--- src/rtl/fd_pipe_ctrl.sv ---
// ----------------------------------------------------------------------------
// fd_pipe_ctrl
//
// Sequencing controller for the fetch/decode boundary of the 16-bit WISC
// pipeline. Every cycle it decides whether the PC advances, whether the
// fetch/decode register loads, holds or is squashed to a NOP, and whether a
// bubble enters decode/execute. It handles instruction-memory wait states,
// load-use hazards, EX-stage redirects (including a redirect that lands while
// a fetch is still outstanding) and HALT drain.
//
// Outputs are Mealy: they depend on the current state and this cycle's
// inputs, with no added latency.
//
// Optional feature (macro FD_STALL_CNT_EN):
//   defined   - saturating stall-cycle counter drives stall_cnt
//   undefined - no counter flops, stall_cnt tied to zero
//
// Parameters:
//   NOP_INSTR    instruction loaded into fetch/decode on a squash
//   CNT_W        width of the stall counter
//
// Ports:
//   clk            system clock, rising edge
//   rst            synchronous active-high reset
//   imem_ready     instruction memory returns a valid fetch this cycle
//   redirect_ex    taken branch/jump resolved in EX
//   idex_mem_read  instruction in decode/execute is a load
//   idex_rd        destination register of that load
//   fd_rs, fd_rt   source registers of the instruction in decode
//   fd_rs_valid,
//   fd_rt_valid    matching source is actually read
//   halt_dec       instruction in decode is HALT
//   pc_en          PC write enable
//   fd_en          fetch/decode register write enable
//   fd_flush       select fd_nop as the fetch/decode register input
//   fd_nop         constant NOP_INSTR for the fetch/decode input mux
//   de_bubble      zero the control bits entering decode/execute
//   halted         processor halted
//   stall_cnt      stall-cycle count
// ----------------------------------------------------------------------------
module fd_pipe_ctrl #(
    parameter logic [15:0] NOP_INSTR = 16'h0800,
    parameter int          CNT_W     = 16
) (
    input  logic             clk,
    input  logic             rst,
    input  logic             imem_ready,
    input  logic             redirect_ex,
    input  logic             idex_mem_read,
    input  logic [2:0]       idex_rd,
    input  logic [2:0]       fd_rs,
    input  logic [2:0]       fd_rt,
    input  logic             fd_rs_valid,
    input  logic             fd_rt_valid,
    input  logic             halt_dec,
    output logic             pc_en,
    output logic             fd_en,
    output logic             fd_flush,
    output logic [15:0]      fd_nop,
    output logic             de_bubble,
    output logic             halted,
    output logic [CNT_W-1:0] stall_cnt
);

    typedef enum logic [1:0] {
        RUN      = 2'd0,
        MEM_WAIT = 2'd1,
        SQUASH   = 2'd2,
        HALTED   = 2'd3
    } state_t;

    state_t state, state_nxt;
    logic   lu;

    assign fd_nop = NOP_INSTR;

    // Load in EX writes a register that decode is about to read.
    assign lu = idex_mem_read &
                ((fd_rs_valid & (idex_rd == fd_rs)) |
                 (fd_rt_valid & (idex_rd == fd_rt)));

    // ------------------------------------------------------------------
    // Decision logic: outputs and next state from state + inputs.
    // ------------------------------------------------------------------
    always_comb begin
        // NOTE: every output gets a default before the case so no path
        // leaves a signal unassigned, which would otherwise infer a latch.
        state_nxt = state;
        pc_en     = 1'b1;
        fd_en     = 1'b1;
        fd_flush  = 1'b0;
        de_bubble = 1'b0;
        halted    = 1'b0;

        if (rst) begin
            // Hold the front end quiet while reset is asserted; any
            // pending squash is simply forgotten.
            state_nxt = RUN;
            pc_en     = 1'b0;
            fd_flush  = 1'b1;
            de_bubble = 1'b1;
        end else begin
            case (state)
                RUN, MEM_WAIT: begin
                    if (redirect_ex) begin
                        fd_flush  = 1'b1;
                        de_bubble = 1'b1;
                        // Wrong-path fetch still in flight: wait it out.
                        state_nxt = imem_ready ? RUN : SQUASH;
                    end else if (lu) begin
                        pc_en     = 1'b0;
                        fd_en     = 1'b0;
                        de_bubble = 1'b1;
                        state_nxt = imem_ready ? state : MEM_WAIT;
                    end else if (!imem_ready) begin
                        pc_en     = 1'b0;
                        fd_flush  = 1'b1;
                        state_nxt = MEM_WAIT;
                    end else if (halt_dec) begin
                        // HALT itself moves on; nothing behind it enters.
                        pc_en     = 1'b0;
                        fd_flush  = 1'b1;
                        state_nxt = HALTED;
                    end else begin
                        state_nxt = RUN;
                    end
                end

                SQUASH: begin
                    if (redirect_ex) begin
                        fd_flush  = 1'b1;
                        de_bubble = 1'b1;
                        state_nxt = SQUASH;
                    end else begin
                        // Wrong-path data is dropped whenever it returns;
                        // the PC already holds the target, so it is
                        // refetched rather than advanced.
                        pc_en     = 1'b0;
                        fd_flush  = 1'b1;
                        state_nxt = imem_ready ? RUN : SQUASH;
                    end
                end

                HALTED: begin
                    pc_en     = 1'b0;
                    fd_flush  = 1'b1;
                    de_bubble = 1'b1;
                    halted    = 1'b1;
                    state_nxt = HALTED;
                end

                default: begin
                    state_nxt = RUN;
                end
            endcase
        end
    end

    always_ff @(posedge clk) begin
        // NOTE: sequential state uses non-blocking assignments so every
        // flop samples pre-edge values; the comb block above uses blocking.
        if (rst) state <= RUN;
        else     state <= state_nxt;
    end

    // ------------------------------------------------------------------
    // Optional stall counter.
    // ------------------------------------------------------------------
`ifdef FD_STALL_CNT_EN
    logic             stall;
    logic [CNT_W-1:0] cnt_q;

    // A halted core is idle, not stalled.
    assign stall = ~pc_en & (state != HALTED) & ~rst;

    always_ff @(posedge clk) begin
        if (rst)
            cnt_q <= '0;
        else if (stall && (cnt_q != {CNT_W{1'b1}}))
            cnt_q <= cnt_q + CNT_W'(1);
    end

    assign stall_cnt = cnt_q;
`else
    assign stall_cnt = '0;
`endif

endmodule

--- config.mk ---
export PLATFORM = sky130hd
export DESIGN_NAME = fd_pipe_ctrl
export DESIGN_NICKNAME = d
export VERILOG_FILES = /design/src/rtl/fd_pipe_ctrl.sv
export SDC_FILE = /design/constraint.sdc
export NUM_CORES = 1
export LEC_CHECK = 0
export ABC_CLOCK_PERIOD_IN_PS = 1700
export CORE_UTILIZATION = 28
export DETAILED_ROUTE_END_ITERATION = 7
export MAX_ROUTING_LAYER = met4
export PLACE_DENSITY = 0.76
export SYNTH_ARGS = -nofsm -noshare
export SYNTH_HDL_FRONTEND = slang
export SYNTH_SLANG_ARGS = --single-unit
--- constraint.sdc ---
create_clock -name clk -period 1.7 [get_ports clk]
set_clock_uncertainty 0.15 [all_clocks]
set_input_delay 0.255 -clock clk [delete_from_list [all_inputs] [get_ports clk]]
set_output_delay 0.255 -clock clk [all_outputs]
set_load 0.01 [all_outputs]
==> summary.md <==
| Metric | Value |
|---|---|
| Status | finished, violations left |
| Failing checks | setup timing |
| First-pass GRT wire length | between 1500 and 2000 microns |
| Starting DRT DRC Count | 6 |
| Final #Nets | ~120 |
| Achievable frequency | about 570 MHz |
| Leakage power | roughly 0.4 nW |
| Remaining Overflow, GRT | 0 |
| Final Instance Area | between 700 and 800 sq um |
| Largest net degree at the start of global routing | 7 |
| # IOs | 54 |
| WL/cell | ~8.6 microns |
| Syn. warnings | 0 |
| Distinct cells, synth | 21 |
| Routability Congestion | ~0.86 |
| DR vias | about 460 |
| Post-synthesis sequential area ratio | 0.0773 |
| Most frequent cells in the layout | conb_1 (32), buf_6 (7), buf_4 (7), buf_2 (6), xnor2_2 (5) |
| Top cell type's share of synthesized area | 0.464 |
| DRC | 0 |
| Met3 WL | a little over 70 microns |
| Worst path slowest cell | or4_1 |
| DP Cell Count | between 100 and 150 |
| Min-delay src | imem_ready |
| Total power | ~0.33 mW |
| Area delta synth->final | 45.7% |
| Setup slack after layout | -0.0478 ns |
| Post-CTS Repair Setup Buffers | 0 |
| Combinational share of power | 0.501 |
| Routed met1 length | between 300 and 400 microns |
| Total CTS buffers | 3 |
| Switch Pwr | approximately 0.12 mW |
| Post-Route Setup TNS | -0.0532 ns |
| Layout Cells excl Fill | between 100 and 150 |
| Hold Crit Endpoint | state[1]$_SDFFE_PP0P_ |
| DR top layer | met3 |
| GR Util All Layers | 0.112 |
| Initial Util | 0.300 |
| # fillers | between 150 and 200 |
| Setup CP Type | in2out |
| Netlist Area Pre-Place | between 500 and 600 sq um |
| Reg area | 40.0 sq um |
| Final min period | 1.75 ns |
| Clock power frac | 0.326 |
| HP Class | in2reg |
| Clk root buf | clkbuf_4 |
| Mapped Cells | 68 |
| Cell taking the most area after synthesis | buf_4 |
| Flops & latches, synth | 2 |
| Peak supply drop | about 150 uV |
| Total Routed Length | approximately 1100 microns |
| Clk buf depth | 2 |
| CP Cell Sequence | buf_8, xnor2_2, and4_4, o21ai_4, or4_1, buf_2 |
| Number of setup violations in the final report | 2 |
| Max cap viols | 0 |
| Vias/cell | 3.75 |
| First-pass DRT Iterations | 4 |
| CTS tree | done |
| Hold buffers post-CTS | 0 |
| Pint | roughly 0.21 mW |
| Footprint of the multi-input gates | 385 sq um |
| DRT antenna net count | 0 |
| Worst-Skew Late Latency | approximately 0.23 ns |
| Worst Hold Path Cells | 4 |
| Largest cells by area after synthesis | buf_4 (46%), xnor2_1 (10%), dfxtp_1 (7.7%), and4_4 (4.3%), o21ai_4 (3.1%) |
| Die area | 2030 sq um |
| Power Dens Cells | 440 nW/um^2 |
| Commonest non-fill, non-tap cell in the layout | conb_1 |
| Die height | between 40 and 50 microns |
| CP endpoint kind | output port |
| Core Area | between 1500 and 2000 sq um |
| Antenna violations before repair | 0 |
| FF-to-FF path depth | 2 |
| Num rows | 15 |
| Clk pin slew, worst setup/hold paths | about 0.030 ns |
| Layout cells sized above 1 | 0.408 |
| Syn Area/Cell | about 7.6 sq um |
| N_diodes | 0 |
| Critical Path RT | roughly 1.3 ns |
| Switching share of power | 0.359 |
| Final Util | 0.437 |
| Final hold violations | 0 |
| Num Clock Sinks | 2 |
| Worst Path Max Fanout | 3 |
| Startpoint types | input port |
| Flop2flop setup slack | between 0.4 and 0.5 ns |
| Final Cycle Share | 1.03 |
| Sequential fraction of design power | 0.173 |
| HPWL Detailed | roughly 930 microns |
| H-Tree Depth | 1 |
| IO buf count | 21 |
| Unrepaired setup endpoints after global routing | yes |
| Highest cell delay on the worst timing path | 0.39 ns |
| Met2 Wirelength | roughly 680 microns |
| Placed instance area | 696 sq um |
| Vias in the first global route | between 400 and 500 |
| Final slew viol count | 0 |
| Arrival @ worst endpoint | ~1.3 ns |
| Die Span X | 45.0 microns |
## routing by layer
layer,GRT usage,up-vias
met2,0.241,26
met1,0.0949,212
met3,0.0120,0
met4,0.0364,0
met5,-,-
li1,-,223
## synthesized netlist by cell type, drive strengths merged
cell,instances
or4,1
a31oi,1
xnor2,6
clkbuf,1
nor3,2
conb,2
or3,1
inv,3
buf,32
nor2,3
nand4b,1
o221a,1
dfxtp,2
nand2,1
and4,2
a21oi,3
a211oi,2
o21ai,3
a21boi,1
## worst max-delay path by stage
| stage | cells past startpoint | startpoint | to | slack, ns |
|---|---|---|---|---|
| detailed placement | 6 | idex_rd[1] | fd_en | -0.83 |
| CTS | 6 | fd_rt[1] | fd_en | -0.13 |
| global route | 6 | idex_rd[1] | fd_en | -0.1 |
| finish | 6 | idex_rd[1] | fd_en | -0.05 |
| floorplan | 4 | idex_rd[0] | fd_en | 0.14 |
| global placement | 6 | idex_rd[0] | fd_en | -0.79 |
## stage by stage
step / setup WS (ns) / hold slack (ns)
6_report: -0.0478 / 0.339
3_3_place_gp: -0.787 / 0.460
5_1_grt: -0.0984 / 0.359
3_5_place_dp: -0.831 / 0.464
4_1_cts: -0.135 / 0.473
2_1_floorplan: 0.138 / 0.178
## critical path: cells and delay by family
| family | cells | cell delay (ns) |
|---|---|---|
| simple gates | 2 | 0.63 |
| compound gates | 1 | 0.06 |
| buf+inv | 2 | 0.25 |
| xor+xnor | 1 | 0.14 |
## power groups by stage
stage / logic [mW] / clock network, mW / registers [mW]
after floorplan: 0.135 / 0 / 0.0541
after global placement: 0.153 / 0 / 0.0576
after detailed placement: 0.158 / 0 / 0.0570
after CTS: 0.155 / 0.117 / 0.0568
after global routing: 0.182 / 0.115 / 0.0585
final: 0.166 / 0.108 / 0.0575
## cell type report
cell class,count,area share
clock buffer,3,0.0299
sequential,2,0.0531
inverter,3,0.0149
timing repair buffer,30,0.350
tap,25,0.0415
multi-input combinational,60,0.511
## logic make-up (layout without fill, tap and decap cells)
logic type      count (synthesis)  after routing  synth area share
flops                           2              2            0.0773
compound gates                 11             11             0.167
other cells                     2             32            0.0145
buf+inv                        36             36             0.493
simple gates                   11             11             0.147
xor+xnor                        6              6             0.101
## timing repair
action,4_1_cts,5_1_grt
gates resized for setup,64,13
setup endpoints to repair,7,5
pin swaps,10,7
No activity file was read; power rests on OpenSTA's default activity.
